**config.mk**
```make
export PLATFORM = sky130hd
export DESIGN_NAME = pipe_skid_reg
export DESIGN_NICKNAME = d
export VERILOG_FILES = /design/src/rtl/pipe_pkg.sv /design/src/rtl/pipe_skid_entry.sv /design/src/rtl/pipe_skid_reg.sv
export SDC_FILE = /design/constraint.sdc
export NUM_CORES = 1
export LEC_CHECK = 0
export CORE_ASPECT_RATIO = 2
export CORE_UTILIZATION = 45
export DETAILED_ROUTE_END_ITERATION = 8
export PLACE_DENSITY = 0.78
export SLEW_MARGIN = 15
export SYNTH_ARGS = -nofsm -noshare
export SYNTH_HDL_FRONTEND = slang
export SYNTH_SLANG_ARGS = --single-unit
```
**constraint.sdc**
```tcl
create_clock -name i_clk -period 2.3 [get_ports i_clk]
set_input_delay 0.345 -clock i_clk [delete_from_list [all_inputs] [get_ports i_clk]]
set_output_delay 0.345 -clock i_clk [all_outputs]
set_load 0.03 [all_outputs]
```
**src/rtl/pipe_pkg.sv**
```systemverilog
// Shared types for the two-entry skid pipeline register.
// Holds the occupancy FSM encoding and its width.
package pipe_pkg;

  localparam int OCC_W = 2;

  typedef enum logic [1:0] {
    EMPTY = 2'd0,
    ONE   = 2'd1,
    FULL  = 2'd2
  } state_t;

endpackage

```
**src/rtl/pipe_skid_entry.sv**
```systemverilog
// One storage slot of the skid register: reset, flush clear, load.
// Flush always kills ctrl; data is kept unless CLR_DATA_ON_FLUSH is set.
module pipe_skid_entry
  import pipe_pkg::*;
#(
  parameter int DATA_W            = 32,
  parameter int CTRL_W            = 16,
  parameter bit CLR_DATA_ON_FLUSH = 1'b0
) (
  input  logic              clk,
  input  logic              reset_n,
  input  logic              flush,
  input  logic              load,
  input  logic [DATA_W-1:0] data_in,
  input  logic [CTRL_W-1:0] ctrl_in,
  output logic [DATA_W-1:0] data,
  output logic [CTRL_W-1:0] ctrl
);

  always_ff @(posedge clk) begin
    if (!reset_n) begin
      data <= '0;
      ctrl <= '0;
    end else if (flush) begin
      ctrl <= '0;
      if (CLR_DATA_ON_FLUSH)
        data <= '0;
    end else if (load) begin
      data <= data_in;
      ctrl <= ctrl_in;
    end
  end

endmodule

```
**src/rtl/pipe_skid_reg.sv**
```systemverilog
// Two-entry skid pipeline register with flush and registered ready.
// Head of the queue lives in main; skid only fills under backpressure.
module pipe_skid_reg
  import pipe_pkg::*;
#(
  parameter int DATA_W            = 32,
  parameter int CTRL_W            = 16,
  parameter bit CLR_DATA_ON_FLUSH = 1'b0
) (
  input  logic              i_clk,
  input  logic              i_reset_n,
  input  logic              i_flush,
  input  logic              i_valid,
  output logic              o_ready,
  input  logic [DATA_W-1:0] i_data,
  input  logic [CTRL_W-1:0] i_ctrl,
  output logic              o_valid,
  input  logic              i_ready,
  output logic [DATA_W-1:0] o_data,
  output logic [CTRL_W-1:0] o_ctrl,
  output logic [OCC_W-1:0]  o_occupancy
);

  state_t state;

  logic              in_xfer;
  logic              out_xfer;
  logic              main_load;
  logic              skid_load;
  logic [DATA_W-1:0] main_d;
  logic [CTRL_W-1:0] main_c;
  logic [DATA_W-1:0] skid_data;
  logic [CTRL_W-1:0] skid_ctrl;

  // ready depends on state only, never on i_ready
  assign o_ready     = (state != FULL);
  assign o_valid     = (state != EMPTY);
  assign o_occupancy = OCC_W'(state);

  assign in_xfer  = i_valid && o_ready;
  assign out_xfer = o_valid && i_ready;

  always_comb begin
    main_load = 1'b0;
    skid_load = 1'b0;
    unique case (state)
      EMPTY: main_load = in_xfer;
      ONE: begin
        main_load = in_xfer && out_xfer;
        skid_load = in_xfer && !out_xfer;
      end
      FULL:    main_load = out_xfer;
      default: main_load = 1'b0;
    endcase
  end

  assign main_d = (state == FULL) ? skid_data : i_data;
  assign main_c = (state == FULL) ? skid_ctrl : i_ctrl;

  always_ff @(posedge i_clk) begin
    if (!i_reset_n) begin
      state <= EMPTY;
    end else if (i_flush) begin
      state <= EMPTY;
    end else begin
      unique case (state)
        EMPTY:
          if (in_xfer) state <= ONE;
        ONE:
          if (in_xfer && !out_xfer)
            state <= FULL;
          else if (!in_xfer && out_xfer)
            state <= EMPTY;
        FULL:
          if (out_xfer) state <= ONE;
        default: state <= EMPTY;
      endcase
    end
  end

  pipe_skid_entry #(
    .DATA_W            (DATA_W),
    .CTRL_W            (CTRL_W),
    .CLR_DATA_ON_FLUSH (CLR_DATA_ON_FLUSH)
  ) u_main (
    .clk     (i_clk),
    .reset_n (i_reset_n),
    .flush   (i_flush),
    .load    (main_load),
    .data_in (main_d),
    .ctrl_in (main_c),
    .data    (o_data),
    .ctrl    (o_ctrl)
  );

  pipe_skid_entry #(
    .DATA_W            (DATA_W),
    .CTRL_W            (CTRL_W),
    .CLR_DATA_ON_FLUSH (CLR_DATA_ON_FLUSH)
  ) u_skid (
    .clk     (i_clk),
    .reset_n (i_reset_n),
    .flush   (i_flush),
    .load    (skid_load),
    .data_in (i_data),
    .ctrl_in (i_ctrl),
    .data    (skid_data),
    .ctrl    (skid_ctrl)
  );

endmodule

```
== After elaboration in Yosys (flattened, before gate mapping) ==
Index checks and enable logic that the tools add are counted.

* Input bits: 53
* Output and inout bits: 52
* Word-level logic and storage cells: 35
* Flip-flop bits (word level): 98

* Reductions and logical operators: 13
* Equality and inequality tests: 6
* Bitwise logic cells: 2
* Multiplexer cells: 9

{| class="wikitable"
|+ Operator list
! kind !! count
|-
| $mux W32 || 1
|-
| $mux W16 || 1
|-
| $mux W2 || 4
|-
| $ne A2 B2 Y1 const B || 3
|-
| $pmux W2 S3 || 1
|-
| $logic_and A1 B1 Y1 || 5
|-
| $reduce_and A2 Y1 || 2
|-
| $ne A3 B3 Y1 const B || 1
|-
| $pmux W1 S3 || 1
|-
| $reduce_and A3 Y1 || 1
|-
| $eq A2 B1 Y1 const B || 1
|-
| $eq A2 B2 Y1 const B || 1
|-
| $logic_not A1 Y1 || 2
|-
| $logic_not A2 Y1 || 1
|-
| $not A1 Y1 || 2
|-
| $reduce_bool A2 Y1 || 1
|-
| $reduce_or A2 Y1 || 1
|-
| $mux W1 || 1
|}

== Longest topological paths before layout ==
Gate-level depths: netlist of run 1.

* Word-level depth: 7
* Depth in mapped cells: 11
* Mapped depth without buffers: 7

== Hierarchy ==
A second synthesis of run 1 with hierarchy kept.

* Cells, all modules: 562
* Area total of the unflattened synthesis: 4633.2 um2

{| class="wikitable"
|+ Modules (own cells, without submodules)
! module !! area each (um2) !! instances !! cells an instance
|-
| pipe_skid_entry || 1889.3 || 2 || 193
|-
| pipe_skid_reg || 854.6 || 1 || 176
|}

== Least setup slack after synthesis of run 1 ==
Ideal clock, no wire load.

* Path type: reg2reg
* Start point: register state[1] (netlist: o_occupancy[1])
* End point: register u_main.data[11]
* Path buffers: 5
* Data required time: 2.161 ns
* Setup time: 0.139 ns
* Period minus slack after synthesis: 2.489 ns
* Cell stages (with the launch flop): 12
* Data arrival time: 2.350 ns
* Setup slack: -0.189 ns
* Cells stage by stage: dfxtp_1 > buf_2 > nand2b_1 > buf_4 > buf_4 > and2_1 > ha_1 > mux2_4 > buf_6 > buf_2 > a211oi_1 > a211oi_1

* Longest elaborated chain between the ends: 5

{| class="wikitable"
|+ RTL lines
! item !! line !! text
|-
| start, declared || pipe_skid_reg.sv:24 || <nowiki>state_t state;</nowiki>
|-
| start signal, assigned || pipe_skid_reg.sv:62 || <nowiki>state <= EMPTY;</nowiki>
|-
| start signal, assigned || pipe_skid_reg.sv:64 || <nowiki>state <= EMPTY;</nowiki>
|-
| start signal, assigned || pipe_skid_reg.sv:68 || <nowiki>if (in_xfer) state <= ONE;</nowiki>
|-
| $ne A2 B2 Y1 * || pipe_skid_reg.sv:36 || <nowiki>assign o_ready = (state != FULL);</nowiki>
|-
| named net o_ready || pipe_skid_reg.sv:14 || <nowiki>output logic o_ready,</nowiki>
|-
| $logic_and A1 B1 Y1 * || pipe_skid_reg.sv:40 || <nowiki>assign in_xfer = i_valid && o_ready;</nowiki>
|-
| $logic_and A1 B1 Y1 || pipe_skid_reg.sv:49 || <nowiki>main_load = in_xfer && out_xfer;</nowiki>
|-
| $pmux W1 S3 * || pipe_skid_reg.sv:46 || <nowiki>unique case (state)</nowiki>
|-
| $reduce_and A2 Y1 (no line) * || -- ||
|-
| end signal, assigned || pipe_skid_entry.sv:29 || <nowiki>data <= data_in;</nowiki>
|-
| end, declared || pipe_skid_entry.sv:16 || <nowiki>output logic [DATA_W-1:0] data,</nowiki>
|}

Mark *: on every way through the listed nets, which the timed path passes. The rest lies on a longest branch.
A chain may end at the register's enable or synchronous reset.

== Worst setup path after layout of run 1 ==
* Start point: register state[1] (netlist: o_occupancy[1])
* End point: register u_main.data[25]

* Longest elaborated chain between the ends: 5

{| class="wikitable"
|+ RTL lines
! item !! line
|-
| $ne A2 B2 Y1 or $reduce_bool A2 Y1 (tied branches) || pipe_skid_reg.sv:36, pipe_skid_reg.sv:37
|-
| $logic_and A1 B1 Y1 (on tied branches) || pipe_skid_reg.sv:40, pipe_skid_reg.sv:41
|-
| $logic_and A1 B1 Y1 || pipe_skid_reg.sv:49
|-
| $pmux W1 S3 || pipe_skid_reg.sv:46
|-
| $reduce_and A2 Y1 (no line) || --
|}

Parallel ways exist; a longest one is shown, timed or not.

==> results of run 1 <==
## stage by stage
step | total power [mW] | hold WS [ns] | setup slack, ns | area (um2) | instances
after floorplan | 2.168 | 0.4357 | 0.01429 | 4282 | 461
after global placement | 2.428 | 0.4406 | 0.1537 | 5358 | 637
after detailed placement | 2.443 | 0.4460 | 0.00006795 | 5358 | 637
after CTS | 3.894 | 0.4554 | 0.1375 | 5658 | 653
after global routing | 4.004 | 0.4738 | 0.03744 | 5658 | 653
final | 3.867 | 0.4543 | 0.1616 | 5658 | 653
## kinds of logic after synthesis
logic type / share of synthesized area, %
AO/OA/AOI/OAI: 24.38
AND/OR/NAND/NOR: 10.93
flip-flops: 45.94
buffers and inverters: 6.563
multiplexers: 11.60
adder cells (fa/ha/maj): 0.5859
## cell usage after synthesis, drive strengths merged (4+ instances only)
master / n
clkbuf: 22
nand2: 96
a21oi: 50
nand2b: 4
a211oi: 97
buf: 26
dfxtp: 98
mux2i: 48
## worst max-delay path, cell delays in order, from the launching register on
cell and delay (ns):
dfxtp_4 0.40, or2_2 0.32, and2_1 0.17, ha_1 0.17, mux2_4 0.35, a21o_4 0.36
a211oi_1 0.27
## timing repair
item / CTS / global route
hold buffers: 0 / 0
gates resized for setup: 1 / 0
endpoints found under the setup margin: 1 / 0
endpoints found under the hold margin: 0 / 0
## sequential cells by signal (all words and copies together) (netlist names)
signal / flops
u_main.data: 32
u_skid.data: 32
u_main.ctrl: 16
u_skid.ctrl: 16
o_occupancy: 2
## report_power, final
| group | internal, mW | switching [mW] | total [mW] |
|---|---|---|---|
| clock | 0.806 | 0.653 | 1.46 |
| sequential | 1.76 | 0.0459 | 1.81 |
| combinational | 0.282 | 0.319 | 0.602 |
| total | 2.85 | 1.02 | 3.87 |
## layout make-up
type / instances / area (um2) / share of cell area (%)
Multi-Input combinational cell: 312 / 2053 / 36.29
Inverter: 3 / 11.26 / 0.1990
Clock buffer: 10 / 250.2 / 4.423
Timing Repair Buffer: 120 / 1200 / 21.21
Sequential cell: 98 / 1967 / 34.76
Clock inverter: 6 / 46.29 / 0.8182
Tap cell: 104 / 130.1 / 2.300
## per-layer routing
| metal | global-route usage [%] | vias up | part of all wire (%) |
|---|---|---|---|
| met2 | 40.54 | 113 | 54 |
| met4 | 13.05 | 0 | 4.1 |
| met5 | 0 | - | 0 |
| met1 | 24.58 | 1769 | 37 |
| li1 | - | 1830 | - |
| met3 | 4.417 | 30 | 4.7 |
## final timing paths
path                                      start              end  slack (ns)
worst max-delay path             o_occupancy[1]  u_main.data[25]        0.16
worst min-delay path            u_skid.data[17]  u_skid.data[17]        0.45
worst max register to register   o_occupancy[1]  u_main.data[25]        0.16
worst min register to register  u_skid.data[17]  u_skid.data[17]        0.45
==> summary.md, run 1 <==
| Metric | Value |
|---|---|
| RSZ-0062 raised after global routing | no |
| PD cells | 683.5 mW/mm2 |
| Initial antenna violation count | 0 |
| Tot GR Track Use | 22.80% |
| Most common cell after layout, fill and taps aside | clkdlybuf4s50_1 |
| Post-synth top area share | 45.94% |
| Worst path required time | 2.55 ns |
| Vias in the first global route | 3681 |
| Share of cells above drive strength 1 | under 10% |
| Yosys cell types | 28 |
| Port bufs | 104 |
| Die H | 139.8 um |
| Failing checks | DRC |
| Pin count of the biggest net entering global routing | 65 |
| MaxCap Viol Count | 0 |
| Hold violation total from the final report | 0 |
| Synth area leader | dfxtp_1 |
| Core Util, Final | between 60% and 70% |
| Slew Limit Fails | 0 |
| Post-synth ARST share | 0% |
| DIE WIDTH | between 70 and 80 um |
| Hold-critical path depth | 2 |
| # rows | 50 |
| WL/cell | 17.11 um |
| DRC | 12 |
| Post-synth EDFFs | 0 |
| Setup_tns | 0 ns |
| Startpoint Class | flop |
| Clock Tree Root | clkbuf_16 |
| Final Cycle Share | 92.97% |
| Top cells by area, synth | dfxtp_1 46%, a211oi_1 17%, mux2i_1 11%, nand2_1 8.4%, a21oi_1 5.9% |
| GR Overflow Total | 0 |
| CP endpoint kind | flop |
| DR iter-0 viols | 317 |
| Routed wire length | 11170 um |
| Critical Path AT | 2.39 ns |
| Final setup fails | 0 |
| Drt pass-1 iters | 6 |
| Main synth FF type | dfxtp_1 |
| Number of nets in the final layout | 599 |
| Max clock buf depth | 2 |
| Status | complete, but fails checks |
| Routed Antenna Nets | 0 |
| Syn_area_per_cell | 9.263 um2 |
| #FFs+latches synth | 98 |
| Layout Skew | 0.006238 ns |
| Ports | 105 |
| Skew-Pair Late Insertion Delay | 0.34 ns |
| Antenna diode count | 0 |
| # fillers | 761 |
| Largest fanout on the critical path | 32 |
| Share of the yosys chip area belonging to registers | between 40% and 50% |
| Area delta synth->final | 32.49% |
| Clk sinks | 98 |
| Fmax | 467.6 MHz |
| Register clock-pin slew on the reported worst setup and hold paths | 0.07 ns |
| Final min period | 2.138 ns |
| Post-CTS Setup Bufs | 0 |
| TritonCTS Buffers | 9 |
| Syn. warnings | 0 |
| Least-Margin Pin Slew | 0.6348 ns |
| Initial Utilization | 46.12% |
| R2R depth | 6 |
| Mapped Area | 0.004270 mm2 |
| Leak | 2.221 nW |
| Syn_nets | 516 |
| Max VDD drop | between 0.6 and 0.7 mV |
| Most frequent cells in the layout | 103 x clkdlybuf4s50_1, 96 x nand2_1, 96 x dfxtp_1 |
| Synth Instances | around 460 |
| CTS tree | built |
| Hold Crit Class | flop to flop |
| H-tree Lvls | 3 |
| Relative slew slack | between 50% and 60% |
| Dpl hpwl | 7467 um |
| WS Path Type | flop to flop |
| Core area | 0.009259 mm2 |
| Vias per Instance | 5.730 |
| First-pass GRT wire length | 17820 um |
| Die ar. | between 0.009 and 0.01 mm2 |
| Final GP Congestion | between 0.7 and 0.8 |
| Via count | 3742 |
Note: power is estimated with default switching activity, not from simulation.
==> inputs of run 2 (changes only) <==
- SKIP_LAST_GASP: not set -> 1
==> results of run 2 <==
Same layout as run 1: the final DEF is identical, and so are final timing and power.
==> inputs of run 3 (changes only) <==
- REMOVE_ABC_BUFFERS: not set -> 1
==> run 3 against run 2 <==
- the flow still finishes with violations (DRC)
- count of clock-buffer cells in the layout is 1 higher
- die area is the same
- routed wire length up 1.0%
- global-route usage rose by 1.0 points
- register-to-register slack better by 0.02 ns
- sequential power is essentially flat
- via count grew 0.72%
- cell count up 0.31%
- clock skew fell by 0.0012 ns
- critical path type unchanged
- critical endpoint is now u_main.ctrl[13]
- largest cell class unchanged
==> summary.md, run 3 (synthesis gave the netlist of run 1 again) <==
| Metric | Value |
|---|---|
| Slew Limit Fails | 0 (unchanged) |
| Vias in the first global route | 3863 (was 3681) |
| Max clock buf depth | 2 (unchanged) |
| Largest registers | u_main.data (32), u_skid.data (32) (unchanged) |
| Clock Tree Root | clkbuf_16 (unchanged) |
| Max incr delay on CP | 0.36 ns (was 0.40 ns) |
| H-tree Lvls | 3 (unchanged) |
| Post-CTS Setup Bufs | 0 (unchanged) |
| TritonCTS Buffers | 9 (unchanged) |
| Worst-path cell chain | or2_2, and2_1, ha_1, mux2_4, buf_4, a211oi_1, a211oi_1 (was or2_2, and2_1, ha_1, mux2_4, a21o_4, a211oi_1) |
| Most frequent cells in the layout | 103 x clkdlybuf4s50_1, 98 x dfxtp_1, 96 x nand2_1 (was 103 x clkdlybuf4s50_1, 96 x nand2_1, 96 x dfxtp_1) |
| Antenna diode count | 0 (unchanged) |
| DR iter-0 viols | 117 (was 317) |
| Routed wire length | 11280 um (was 11170 um) |
| CTS tree | built (unchanged) |
| WS Path Type | flop to flop (unchanged) |
| Vias per Instance | 5.754 (was 5.730) |
| Leak | 2.239 nW (was 2.221 nW) |
| Pin count of the biggest net entering global routing | 51 (was 65) |
| Dpl hpwl | 7762 um (was 7467 um) |
| Core area | 0.009259 mm2 (unchanged) |
| Fmax | 471.7 MHz (was 467.6 MHz) |
| Most common cell after layout, fill and taps aside | clkdlybuf4s50_1 (unchanged) |
| CP endpoint kind | flop (unchanged) |
| PD cells | 695.2 mW/mm2 (was 683.5 mW/mm2) |
| Max VDD drop | 0.5265 mV (was 0.6367 mV) |
| Number of nets in the final layout | 601 (was 599) |
| Tot GR Track Use | 23.81% (was 22.80%) |
| Skew-Pair Late Insertion Delay | 0.34 ns (about the same) |
| Hold Crit Class | flop to flop (unchanged) |
| Area delta synth->final | 32.64% (was 32.49%) |
| Critical Path AT | 2.34 ns (was 2.39 ns) |
| DRC | 8 (was 12) |
| Setup_tns | 0 ns (unchanged) |
| Largest fanout on the critical path | 21 (was 32) |
| Hold violation total from the final report | 0 (unchanged) |
| Initial antenna violation count | 0 (unchanged) |
| Final GP Congestion | 0.8293 (was 0.7813) |
| Least-Margin Pin Slew | 0.7111 ns (was 0.6348 ns) |
| DIE WIDTH | 70.88 um (unchanged) |
| Port bufs | 104 (unchanged) |
| Via count | 3769 (was 3742) |
| Startpoint Class | flop (unchanged) |
| Post-Route M1 WL | 4194 um (was 4153 um) |
| # rows | 50 (unchanged) |
| Failing checks | DRC (unchanged) |
| Non-filler instance count after layout | 655 (was 653) |
| Initial Utilization | 46.12% (unchanged) |
| Reg-to-reg setup timing slack | 0.18 ns (was 0.16 ns) |
| Ports | 105 (unchanged) |
| Status | complete, but fails checks (unchanged) |
| Layout Skew | 0.005006 ns (was 0.006238 ns) |
| Met2 wire len | 6148 um (was 6037 um) |
| Slowest-stage cell, CP | mux2_4 (was dfxtp_4) |
| GR Overflow Total | 0 (unchanged) |
| Final min period | 2.120 ns (was 2.138 ns) |
| Most Frequent Cell on Critical Path | a211oi_1 |
| Worst path required time | 2.52 ns (was 2.55 ns) |
| Final Cycle Share | 92.18% (was 92.97%) |
| Placed Cells | 639 (was 637) |
| Routed length on met3 | 466 um (was 521 um) |
| Drt pass-1 iters | 6 (unchanged) |
| First-pass GRT wire length | 18540 um (was 17820 um) |
| Top Metal Used | met4 (unchanged) |
| RSZ-0062 raised after global routing | no (unchanged) |
| MaxCap Viol Count | 0 (unchanged) |
| Routed Antenna Nets | 0 (unchanged) |
| Die ar. | 0.009907 mm2 (unchanged) |
| Die H | 139.8 um (unchanged) |
| Clk sinks | 98 (unchanged) |
| Share of cells above drive strength 1 | 8.711% (was 8.743%) |
| Final setup fails | 0 (unchanged) |
| WL/cell | 17.23 um (was 17.11 um) |
| Relative slew slack | 52.59% (was 57.68%) |
| Total power | 3.937 mW (was 3.867 mW) |
| Register clock-pin slew on the reported worst setup and hold paths | 0.06 ns (was 0.07 ns) |
[run 3: cell types whose count changed in the layout (fill, tap and decap cells not counted), moves of 2 or more]
| cell | before | now |
|---|---|---|
| buf_4 | 13 | 16 |
| clkbuf_8 | 0 | 2 |
| clkinv_2 | 1 | 3 |
| dfxtp_1 | 96 | 98 |
| inv_6 | 2 | 0 |
[run 3: path summary, 6_finish.rpt]
kind	endpoint	cells past startpoint	start
max	u_main.ctrl[13]	7	o_occupancy[0]
min	u_skid.ctrl[2]	2	u_skid.ctrl[2]
max reg2reg	u_main.ctrl[13]	7	o_occupancy[0]
min reg2reg	u_skid.ctrl[2]	2	u_skid.ctrl[2]
[run 3: cell type report]
type                            count  area, um2
Inverter                            3      11.26
Fill cell                         800       3595
Tap cell                          104      130.1
Multi-Input combinational cell    312       2053
Clock inverter                      5      52.55
Sequential cell                    98       1962
Clock buffer                       11      252.7
Timing Repair Buffer              122       1202
[run 3: worst max-delay path: cells and delay by family, from the launching register on]
family,cells,cell delay (ns)
AND/OR/NAND/NOR,2,0.48
AO/OA/AOI/OAI,2,0.37
multiplexers,1,0.36
flip-flops,1,0.34
buffers and inverters,1,0.25
adder cells (fa/ha/maj),1,0.18
[run 3: repair_timing]
item | CTS | global route
hold endpoints to repair | 0 | 0
endpoints found under the setup margin | 0 | 1
gates resized for setup | 0 | 1
hold buffers | 0 | 0
[run 3: per-layer routing]
layer | GRT usage (%) | up-vias
li1 | - | 1825
met1 | 24.99 | 1808
met2 | 43.57 | 108
met3 | 4.490 | 28
met4 | 12.84 | 0
met5 | 0 | -
[run 3: through the flow]
step | util (%) | setup slack (ns) | instance area [um2] | hold slack (ns)
after detailed placement | 57.84 | 0.009138 | 5355 | 0.4458
after global routing | 61.18 | 0.03418 | 5664 | 0.4779
after floorplan | - | -3.578 | 4001 | 0.4357
final | 61.18 | 0.1799 | 5664 | 0.4538
after CTS | 61.14 | 0.03437 | 5660 | 0.4544
after global placement | 57.84 | 0.08962 | 5355 | 0.4405
[run 3: power by group]
| group | internal, mW | leakage [nW] | switching (mW) |
|---|---|---|---|
| Sequential | 1.76 | 0.798 | 0.0439 |
| Combinational | 0.281 | 1.29 | 0.322 |
| Clock | 0.896 | 0.151 | 0.633 |
